==> src/rtl/fetch_unit.sv <==
// fetch_unit: program counter, single-outstanding imem fetch and prefetch FIFO
// feeding decode. Epoch tags discard fetches left in flight across a redirect.
module fetch_unit #(
   parameter int              PC_W     = 8,
   parameter int              DEPTH    = 4,
   parameter logic [PC_W-1:0] RESET_PC = '0
) (
   input  logic            clk,
   input  logic            reset,
   output logic            imem_req,
   output logic [PC_W-1:0] imem_addr,
   input  logic            imem_rvalid,
   input  logic [15:0]     imem_rdata,
   input  logic            branch_en,
   input  logic [PC_W-1:0] branch_target,
   output logic            dec_valid,
   input  logic            dec_ready,
   output logic [3:0]      dec_cmd,
   output logic [3:0]      dec_rA,
   output logic [3:0]      dec_rB,
   output logic [3:0]      dec_rC,
   output logic [PC_W-1:0] dec_pc
);

   localparam int AW = (DEPTH > 1) ? $clog2(DEPTH) : 1;
   localparam int CW = AW + 1;

   logic [PC_W-1:0] r_pc;
   logic [PC_W-1:0] r_fpc;
   logic            r_outst;
   logic            r_tag;
   logic            r_epoch;
   logic [AW-1:0]   r_wptr;
   logic [AW-1:0]   r_rptr;
   logic [CW-1:0]   r_count;
   logic [15:0]     r_instr [DEPTH];
   logic [PC_W-1:0] r_ipc   [DEPTH];

   logic            w_empty;
   logic            w_resp;
   logic            w_push;
   logic            w_pop;
   logic            w_issue;
   logic [CW-1:0]   w_occ;
   logic [15:0]     w_head;

   assign w_empty = (r_count == '0);
   assign w_resp  = imem_rvalid && r_outst;
   assign w_push  = w_resp && (r_tag == r_epoch) && !branch_en && !reset;
   assign w_pop   = !w_empty && dec_ready && !branch_en && !reset;

   always_comb begin
      w_occ = r_count;
      if (w_push) w_occ = w_occ + CW'(1);
      if (w_pop)  w_occ = w_occ - CW'(1);
   end

   // Room is checked after this cycle's push/pop, so the returning word
   // of the newly issued fetch always has a free slot.
   assign w_issue = !reset && !branch_en
                 && (!r_outst || imem_rvalid)
                 && (w_occ < CW'(DEPTH));

   assign imem_req  = w_issue;
   assign imem_addr = r_pc;

   assign dec_valid = !w_empty && !reset;
   assign w_head    = dec_valid ? r_instr[r_rptr] : '0;
   assign dec_cmd   = w_head[15:12];
   assign dec_rA    = w_head[11:8];
   assign dec_rB    = w_head[7:4];
   assign dec_rC    = w_head[3:0];
   assign dec_pc    = dec_valid ? r_ipc[r_rptr] : '0;

   always_ff @(posedge clk) begin
      if (reset) begin
         r_pc    <= RESET_PC;
         r_fpc   <= RESET_PC;
         r_outst <= 1'b0;
         r_tag   <= 1'b0;
         r_epoch <= 1'b0;
         r_wptr  <= '0;
         r_rptr  <= '0;
         r_count <= '0;
      end else begin
         if (w_issue) begin
            r_outst <= 1'b1;
            r_tag   <= r_epoch;
            r_fpc   <= r_pc;
         end else if (w_resp) begin
            r_outst <= 1'b0;
         end
         if (branch_en) begin
            r_pc    <= branch_target;
            r_epoch <= ~r_epoch;
            r_wptr  <= '0;
            r_rptr  <= '0;
            r_count <= '0;
         end else begin
            if (w_issue) r_pc <= r_pc + PC_W'(1);
            if (w_push)  r_wptr <= r_wptr + AW'(1);
            if (w_pop)   r_rptr <= r_rptr + AW'(1);
            r_count <= w_occ;
         end
      end
   end

   always_ff @(posedge clk) begin
      if (w_push) begin
         r_instr[r_wptr] <= imem_rdata;
         r_ipc[r_wptr]   <= r_fpc;
      end
   end

endmodule

==> config.mk <==
export PLATFORM = sky130hd
export DESIGN_NAME = fetch_unit
export DESIGN_NICKNAME = d
export VERILOG_FILES = /design/src/rtl/fetch_unit.sv
export SDC_FILE = /design/constraint.sdc
export NUM_CORES = 1
export LEC_CHECK = 0
export ABC_AREA = 1
export ABC_CLOCK_PERIOD_IN_PS = 9400
export CORE_UTILIZATION = 45
export DETAILED_ROUTE_END_ITERATION = 16
export GPL_TIMING_DRIVEN = 0
export PLACE_DENSITY = 0.68
export SYNTH_ARGS = -nofsm -noshare
export SYNTH_HDL_FRONTEND = slang
export SYNTH_SLANG_ARGS = --single-unit
==> constraint.sdc <==
create_clock -name clk -period 9.4 [get_ports clk]
set_input_delay 2.82 -clock clk [delete_from_list [all_inputs] [get_ports clk]]
set_output_delay 2.82 -clock clk [all_outputs]
set_load 0.02 [all_outputs]
Word-level counts from Yosys, hierarchy flattened
Memories as Yosys holds them, arrays and structs flattened. A register that Yosys moved wholly into a read port is not among the register bits.
Cells that the tools add are included.
{"block": "totals", "register_bits": 26, "ramBits": 96, "elab_cells": 52, "n_memories": 2}
{"block": "classes", "n_addsub": 5, "order_cmp": 1, "n_eq_ne": 1, "mux": 14, "n_bitwise": 1, "reduce_logical": 20}
{"memory": "r_instr", "words": 4, "width": 16, "rd": 1, "rd_clocked_by_memory_dff": 1, "wr": 1, "line_no": "36", "text": "logic [15:0] r_instr [DEPTH];"}
{"memory": "r_ipc", "words": 4, "width": 8, "rd": 1, "rd_clocked_by_memory_dff": 1, "wr": 1, "line_no": "37", "text": "logic [PC_W-1:0] r_ipc [DEPTH];"}
{"op": "2-to-1 mux 8 bit", "count": 3}
{"op": "2-to-1 mux 16 bit", "count": 1}
{"op": "logical AND 1 bit", "count": 11}
{"op": "adder 8 x 1 -> 8 bit (second input constant)", "count": 1}
{"op": "2-to-1 mux 2 bit", "count": 4}
{"op": "2-to-1 mux 3 bit", "count": 2}
{"op": "adder 2 x 1 -> 2 bit (second input constant)", "count": 2}
{"op": "logical NOT 1 bit", "count": 4}
{"op": "2-to-1 mux 1 bit", "count": 4}
{"op": "nonzero test 2 bit", "count": 2}
{"op": "adder 3 x 1 -> 3 bit (second input constant)", "count": 1}
{"op": "logical NOT 3 bit", "count": 1}
{"op": "less-than comparator 3 bit (second input constant)", "count": 1}
{"op": "subtractor 3 x 1 -> 3 bit (second input constant)", "count": 1}
{"op": "OR reduction 2 bit", "count": 1}
{"op": "== test 1 bit", "count": 1}
{"op": "logical OR 1 bit", "count": 1}
{"op": "NOT 1 bit", "count": 1}

Longest topological paths before layout
Gate-level depths: netlist of run 1.
{"block": "logic_depth", "word_depth": 11, "mapped_depth": 18}

Least setup slack after synthesis of run 1
OpenSTA, ideal clock, no wires.
{"block": "synth_path", "path_type": "input-to-output", "from": "input imem_rvalid", "to": "output imem_req", "t_arrival_ps": 4323, "path_slack_ps": 2257, "path_stages": 13, "path_buffers": 2, "path_cell_list": "nand2_1 -> a21oi_1 -> nand2_4 -> buf_2 -> o21ai_0 -> ha_1 -> inv_1 -> nor2_1 -> nand3_1 -> nand2_1 -> nand2_1 -> buf_6 -> inv_4"}
{"block": "synth_between", "elab_chain_cells": 9, "elab_cells_between_ends": 11, "cone_classes": "1 x add/sub; 1 x order compare; 2 x mux; 7 x reduce/logical"}
{"item": "from (decl)", "line_no": "12", "text": "input logic imem_rvalid,"}
{"item": "logical AND 1 bit", "line_no": "48", "text": "assign w_resp = imem_rvalid && r_outst;"}
{"item": "logical AND 1 bit (3 in series)", "line_no": "49", "text": "assign w_push = w_resp && (r_tag == r_epoch) && !branch_en && !reset;"}
{"item": "2-to-1 mux 3 bit", "line_no": "54", "text": "if (w_push) w_occ = w_occ + CW'(1);"}
{"item": "subtractor 3 x 1 -> 3 bit", "line_no": "55", "text": "if (w_pop) w_occ = w_occ - CW'(1);"}
{"item": "2-to-1 mux 3 bit", "line_no": "55"}
{"item": "less-than comparator 3 bit", "line_no": "62", "text": "&& (w_occ < CW'(DEPTH));"}
{"item": "logical AND 1 bit *", "line_no": "62"}
{"item": "to (decl)", "line_no": "10", "text": "output logic imem_req,"}
Every way passes the cells marked *; elsewhere a longest branch is shown, timed or not.

Worst setup path after layout of run 1
{"block": "layout_path", "from": "input branch_en", "to": "output imem_req"}
{"block": "layout_between", "elab_chain_cells": 8, "elab_cells_between_ends": 12, "cone_classes": "1 x add/sub; 1 x order compare; 2 x mux; 8 x reduce/logical"}
{"item": "from (decl)", "line_no": "14", "text": "input logic branch_en,"}
{"item": "logical NOT 1 bit *", "line_no": "49, 50, 60"}
{"item": "logical AND 1 bit (2 in series)", "line_no": "49"}
{"item": "2-to-1 mux 3 bit", "line_no": "54"}
{"item": "subtractor 3 x 1 -> 3 bit", "line_no": "55"}
{"item": "2-to-1 mux 3 bit", "line_no": "55"}
{"item": "less-than comparator 3 bit", "line_no": "62"}
{"item": "logical AND 1 bit *", "line_no": "62"}
Marks and branches as above.

==> flow_summary.json, run 1 <==
{
  "outcome": "completed",
  "ir_worst_vdd_uv": 124,
  "worst_pin_slew_ps": 967,
  "hold_path_depth": 2,
  "r2r_start": "r_outst",
  "num_antenna_cells": 0,
  "cp_top_family": "buffers and inverters",
  "synth_top_family_by_area": "simple AND/OR/NAND/NOR gates",
  "synth_top_cell_area_share": 0.562,
  "max_freq_mhz": 116,
  "setup_viol": 0,
  "drive_gt1_frac": 0.0752,
  "post_cts_buffers": 0,
  "drc_errors": 0,
  "synth-simple-area-share": 0.153,
  "finalCriticalPeriod_ps": 8650,
  "globalRouteOverflowTotal": 0,
  "synth-xor-area-share": 0.00683,
  "cp_slowest_cell": "clkdlybuf4s50_1",
  "min-delay-start": "r_rptr[0]",
  "cap_violations": 0,
  "insertion_delay_ps": 410,
  "synth_compound_area_frac": 0.109,
  "post-synth-top-area-cell": "edfxtp_1",
  "dr.pass1.iters": 5,
  "critPathMaxFanout": 10,
  "die_h_um": 109,
  "core_area_um2": 11000,
  "end_kind": "output port",
  "drv_slew": 0,
  "async_flop_share": 0,
  "yosys-top-cells-count": "nor2_1, edfxtp_1, o21ai_0",
  "path_buf_inv": 7,
  "first_global_vias": 3619,
  "worstPathCellList": "clkdlybuf4s50_1 -> inv_4 -> nand2_4 -> nor2_4 -> nand2_4 -> buf_2 -> o21ai_0 -> ha_1 -> inv_1 -> nor2_1 -> nand3_1 -> nand2_1 -> nand2_1 -> buf_6 -> inv_4 -> clkdlybuf4s50_1",
  "switching_share": 0.192,
  "syn2layout_area_growth_pct": 28.1,
  "synthFlopType": "edfxtp_1",
  "routed_wl_um": 10800,
  "rsz0062_at_grt": "false",
  "worstPathRequired_ps": 6580,
  "skew_ps": 6.63,
  "combPwrFrac": 0.040,
  "finalWorstSetupSlack_ps": 749,
  "post_synth.cell_area_avg_um2": 10.5,
  "dp_hpwl_um": 7170,
  "ys_ff_latch": 124,
  "grt_pass1_wl_um": 17400,
  "track_usage": 0.203,
  "htree_levels": 4,
  "synth.distinct_cells": 25,
  "cts_resized": 0,
  "cts_root_buf": "clkbuf_16",
  "cts-buffers-inserted": 17,
  "arrival_ps": 5830,
  "io_pins": 63,
  "finalNonFillerCells": 725,
  "syn_nets": 524,
  "ys_top_cells_by_area": "edfxtp_1, dfxtp_1, nor2_1",
  "antenna_found_initial": 0,
  "cts.sink_count": 124,
  "cts_tree": "built",
  "cpPeakStageDelay_ps": 630,
  "synth_fa_ha_area_frac": 0.0195,
  "synth.area.mux_share": 0,
  "holdBufCountCts": 0,
  "gp_congestion": 0.789,
  "synth.most_common_cell": "nor2_1",
  "fin_nets": 609,
  "netlist_area_um2": 5130,
  "initial_utilization": 0.467,
  "drtIter0Drc": 205,
  "hp-class": "reg2reg",
  "p_clk_frac": 0.477,
  "grt_max_degree": 18,
  "tns_ps": 0,
  "post-place-ws_ps": 736,
  "maxSlewHeadroom": 0.354,
  "dr_total_vias": 3661,
  "numPortBuffers": 62,
  "dp.cells": 693,
  "final_hold_viol_count": 0,
  "worst-r2r-setup-slack_ps": 7050,
  "start_kind": "input port",
  "cp.depth": 16,
  "route.antenna.remaining_nets": 0,
  "critPathCapture": "imem_req",
  "clk_path_buf_depth": 2,
  "leakagePower_uw": 0.00237,
  "p_int_uw": 1010,
  "startpoint": "branch_en",
  "seqPwrFrac": 0.483,
  "yosys_warnings": 0,
  "cts.clk_slew.worst_paths_ps": 50,
  "synth-seq-area-share": 0.672,
  "r2r-end": "r_fpc[7]",
  "die_x_um": 109,
  "synth_edf_count": 96,
  "std_cell_rows": 38,
  "die_area_um2": 11800,
  "routedWlPerCell_um": 14.8,
  "post-route-period-util": 0.920,
  "ff2ff_path_depth": 14,
  "power_per_cell_area_nw_per_um2": 190,
  "crit_type": "in2out",
  "syn_inst": 487,
  "power.switching_uw": 240,
  "vias_per_cell": 5.05
}
## kinds of logic after synthesis
kind of cell,Yosys count
buf+inv,51
simple gates,190
compound gates,110
xor+xnor,4
fa+ha+maj,8
flops,124
## stage by stage
step	hold WS [ps]	area [um2]	utilization	total power [uW]
6_report	494	6570	0.598	1250
5_1_grt	527	6570	0.598	1290
4_1_cts	494	6570	0.598	1260
3_5_place_dp	485	6020	0.548	666
3_3_place_gp	475	5920	0.539	664
2_1_floorplan	457	5130	-	638
## cell type report
type                       count  area (um2)
multi-input combinational    312        1490
tap                          140         175
inverter                      27         106
clock buffer                  29         510
buffer                        24         100
fill                         912        4420
sequential                   124        3440
timing repair buffer          66         706
clock inverter                 3        38.8
## tightest hold or removal path: stages, from the launching register on
cell	delay [ps]
dfxtp_1	290
inv_1	90
a21oi_1	70
## power by group through the flow
stage	Sequential, uW	Combinational (uW)	Clock, uW
final	604	50.4	596
after global routing	605	56.5	629
after CTS	604	50.8	605
after detailed placement	615	50.5	0
after global placement	614	49.5	0
after floorplan	615	22.4	0
## sequential cells by signal, summed over array words and instances (netlist names), named ones only
register,cells
imem_addr,8
r_count,3
r_epoch,1
r_fpc,8
r_instr,64
r_ipc,32
r_outst,1
r_rptr,2
r_tag,1
r_wptr,2
## worst min path at each step
| stage | end | slack [ps] |
|---|---|---|
| 6_report | r_rptr[0] | 490 |
| 5_1_grt | r_ipc[3][5] | 530 |
| 4_1_cts | r_rptr[0] | 490 |
| 3_5_place_dp | r_rptr[0] | 490 |
| 3_3_place_gp | r_outst | 480 |
| 2_1_floorplan | r_outst | 460 |
## metal layers
layer / up-vias / wire length [um] / track usage
met5: - / 0 / 0
met2: 111 / 5530 / 0.361
li1: 1844 / - / -
met4: 0 / 109 / 0.0763
met1: 1697 / 4440 / 0.229
met3: 9 / 672 / 0.0610
## layout by cell type, fill, tap and decap left out
master             n
a22o_1             1
a211oi_1           1
nand2_1           41
clkbuf_8           4
nand4_1            2
o21ai_0           65
a21oi_1           43
nor2_2             5
nand2_4            3
buf_6              1
inv_4              2
bufinv_16          1
or2_2              1
xor2_1             2
clkbuf_16         17
clkbuf_1          27
clkinv_1           1
buf_1              2
clkinv_2           1
nor2_4             1
buf_16             2
inv_2              1
clkdlybuf4s50_1   62
nand3_1           15
nor2_1           121
buf_2              2
inv_1             24
xnor2_1            2
edfxtp_1          96
dfxtp_1           28
buf_8              2
nand3_4            1
ha_1               8
(Power assumes the default switching activity.)
==> run 2, diff against run 1 <==
--- a/config.mk
+++ b/config.mk
@@ -7,6 +7,7 @@
 export LEC_CHECK = 0
 export ABC_AREA = 1
 export ABC_CLOCK_PERIOD_IN_PS = 9400
+export CORE_MARGIN = 2
 export CORE_UTILIZATION = 45
 export DETAILED_ROUTE_END_ITERATION = 16
 export GPL_TIMING_DRIVEN = 0
==> run 2 against run 1 <==
Effect of this change: fmax grew 0.11%; count of clock-buffer cells in the layout fell by 8; global-route usage shrank 1.9 points; final cell count did not move; final area fell by 0.29%; clock power decreased by 4.9%; wire length decreased by 0.20%; die area rose by 3.7%; hold slack better by 1.4 ps; sequential power about the same; combinational power about the same; highest routed layer unchanged.
==> flow_summary.json, run 2 (same netlist as run 1, synthesis figures left out) <==
{
  "clk_path_buf_depth": 2,
  "worst_pin_slew_ps": 794,
  "cp_slowest_cell": "clkdlybuf4s50_1",
  "layout_commonest_cell": "nor2_1",
  "core_area_um2": 11000,
  "numPortBuffers": 62,
  "drive_gt1_frac": 0.0769,
  "critPathMaxFanout": 10,
  "top_regs": "r_instr (64), r_ipc (32)",
  "ir_worst_vdd_uv": 132,
  "leakagePower_uw": 0.00236,
  "worstPathCellList": "clkdlybuf4s50_1 -> inv_4 -> nand2_4 -> nor2_4 -> nand2_4 -> buf_2 -> o21ai_0 -> ha_1 -> inv_1 -> nor2_1 -> nand3_1 -> nand2_1 -> nand2_1 -> buf_6 -> inv_4 -> clkdlybuf4s50_1",
  "post-place-ws_ps": 750,
  "initial_utilization": 0.467,
  "grt_max_degree": 18,
  "antenna_found_initial": 0,
  "die_x_um": 111,
  "ff2ff_path_depth": 14,
  "gp_congestion": 0.810,
  "cts_resized": 0,
  "start_kind": "input port",
  "vias_per_cell": 5.05,
  "num_antenna_cells": 0,
  "setup_viol": 0,
  "p_clk_frac": 0.464,
  "max_freq_mhz": 116,
  "finalWorstSetupSlack_ps": 759,
  "cap_violations": 0,
  "finalCriticalPeriod_ps": 8640,
  "die_h_um": 111,
  "first_global_vias": 3618,
  "end_kind": "output port",
  "largest_register_ffs": 64,
  "final_cell_mix": "nor2_1, edfxtp_1, o21ai_0, clkdlybuf4s50_1, a21oi_1",
  "rsz0062_at_grt": "false",
  "nFillCells": 920,
  "dr.pass1.iters": 4,
  "power_per_cell_area_nw_per_um2": 187,
  "maxSlewHeadroom": 0.470,
  "dp_hpwl_um": 7060,
  "power.switching_uw": 245,
  "switching_share": 0.200,
  "syn2layout_area_growth_pct": 27.7,
  "p_int_uw": 977,
  "cts_tree": "built",
  "std_cell_rows": 38,
  "cts_root_buf": "clkbuf_16",
  "grt_pass1_wl_um": 17600,
  "route.antenna.remaining_nets": 0,
  "cts-buffers-inserted": 17,
  "fin_nets": 609,
  "drtIter0Drc": 168,
  "hp-class": "reg2reg",
  "track_usage": 0.184,
  "seqPwrFrac": 0.495,
  "routedWlPerCell_um": 14.8,
  "io_pins": 63,
  "crit_type": "in2out",
  "insertion_delay_ps": 410,
  "htree_levels": 4,
  "worst-r2r-setup-slack_ps": 7050,
  "die_area_um2": 12300,
  "tns_ps": 0,
  "dr_total_vias": 3664,
  "final_hold_viol_count": 0,
  "r2r-end": "r_fpc[4]",
  "drc_errors": 0,
  "outcome": "completed",
  "r2r_start": "r_outst",
  "globalRouteOverflowTotal": 0,
  "largest_register": "r_instr",
  "combPwrFrac": 0.041,
  "routed_wl_um": 10700,
  "min-delay-start": "r_rptr[0]",
  "fin_util": 0.596,
  "arrival_ps": 5820,
  "drv_slew": 0,
  "skew_ps": 6.63,
  "holdBufCountCts": 0,
  "cpPeakStageDelay_ps": 630,
  "min_to": "r_rptr[0]",
  "hold_path_depth": 2,
  "cts.sink_count": 124,
  "worstPathRequired_ps": 6580,
  "post_cts_buffers": 0,
  "post-route-period-util": 0.919,
  "cts.clk_slew.worst_paths_ps": 50
}
run 2: changes by cell type in the layout (fill, tap and decap cells not counted):
cell        previous run  this run
buf_16                 2         3
buf_8                  2         1
clkbuf_1              27        23
clkbuf_8               4         0
clkinv_1               1         4
clkinv_2               1         5
clkinvlp_4             0         1
run 2: area by class of cell:
class	instances	area, um2	area share
clock buffer	21	440	0.0673
inverter	27	106	0.0162
sequential	124	3440	0.526
multi-input combinational	312	1490	0.227
clock inverter	11	77.6	0.0118
timing repair buffer	66	718	0.110
tap	140	175	0.0267
buffer	24	100	0.0153
run 2: critical path, delay by kind of cell:
kind | cells | cell delay, ps
adder cells (fa/ha/maj) | 1 | 210
AO/OA/AOI/OAI | 1 | 270
buffers and inverters | 7 | 1830
AND/OR/NAND/NOR | 7 | 680
run 2: how the worst max path moves through the flow:
stage,start,endpoint,depth (start not counted)
after global placement,branch_en,imem_req,16
after global routing,branch_en,imem_req,16
after detailed placement,branch_en,imem_req,16
after floorplan,imem_rvalid,imem_req,13
after CTS,branch_en,imem_req,16
final,branch_en,imem_req,16
run 2: layer usage:
layer  track usage  wire length, um  vias to the layer above
met2         0.304             5270                      124
met3        0.0558              718                       15
met4        0.0875              141                        0
met1         0.221             4600                     1687
li1              -                -                     1838
met5             0                0                        -
run 2: power by group through the flow:
stage               clock network [uW]  registers, uW  logic (uW)
floorplan                            0            615        22.4
global placement                     0            614        49.5
detailed placement                   0            615        50.6
CTS                                574            604        51.0
global route                       597            605        56.3
finish                             567            604        50.5
run 2: per-stage QoR:
stage / instances / total power [uW] / hold WS (ps) / area (um2)
final: 725 / 1220 / 496 / 6550
after global routing: 725 / 1260 / 506 / 6550
after CTS: 725 / 1230 / 496 / 6550
after detailed placement: 693 / 665 / 487 / 6030
after global placement: 689 / 664 / 472 / 5920
after floorplan: 487 / 638 / 457 / 5130
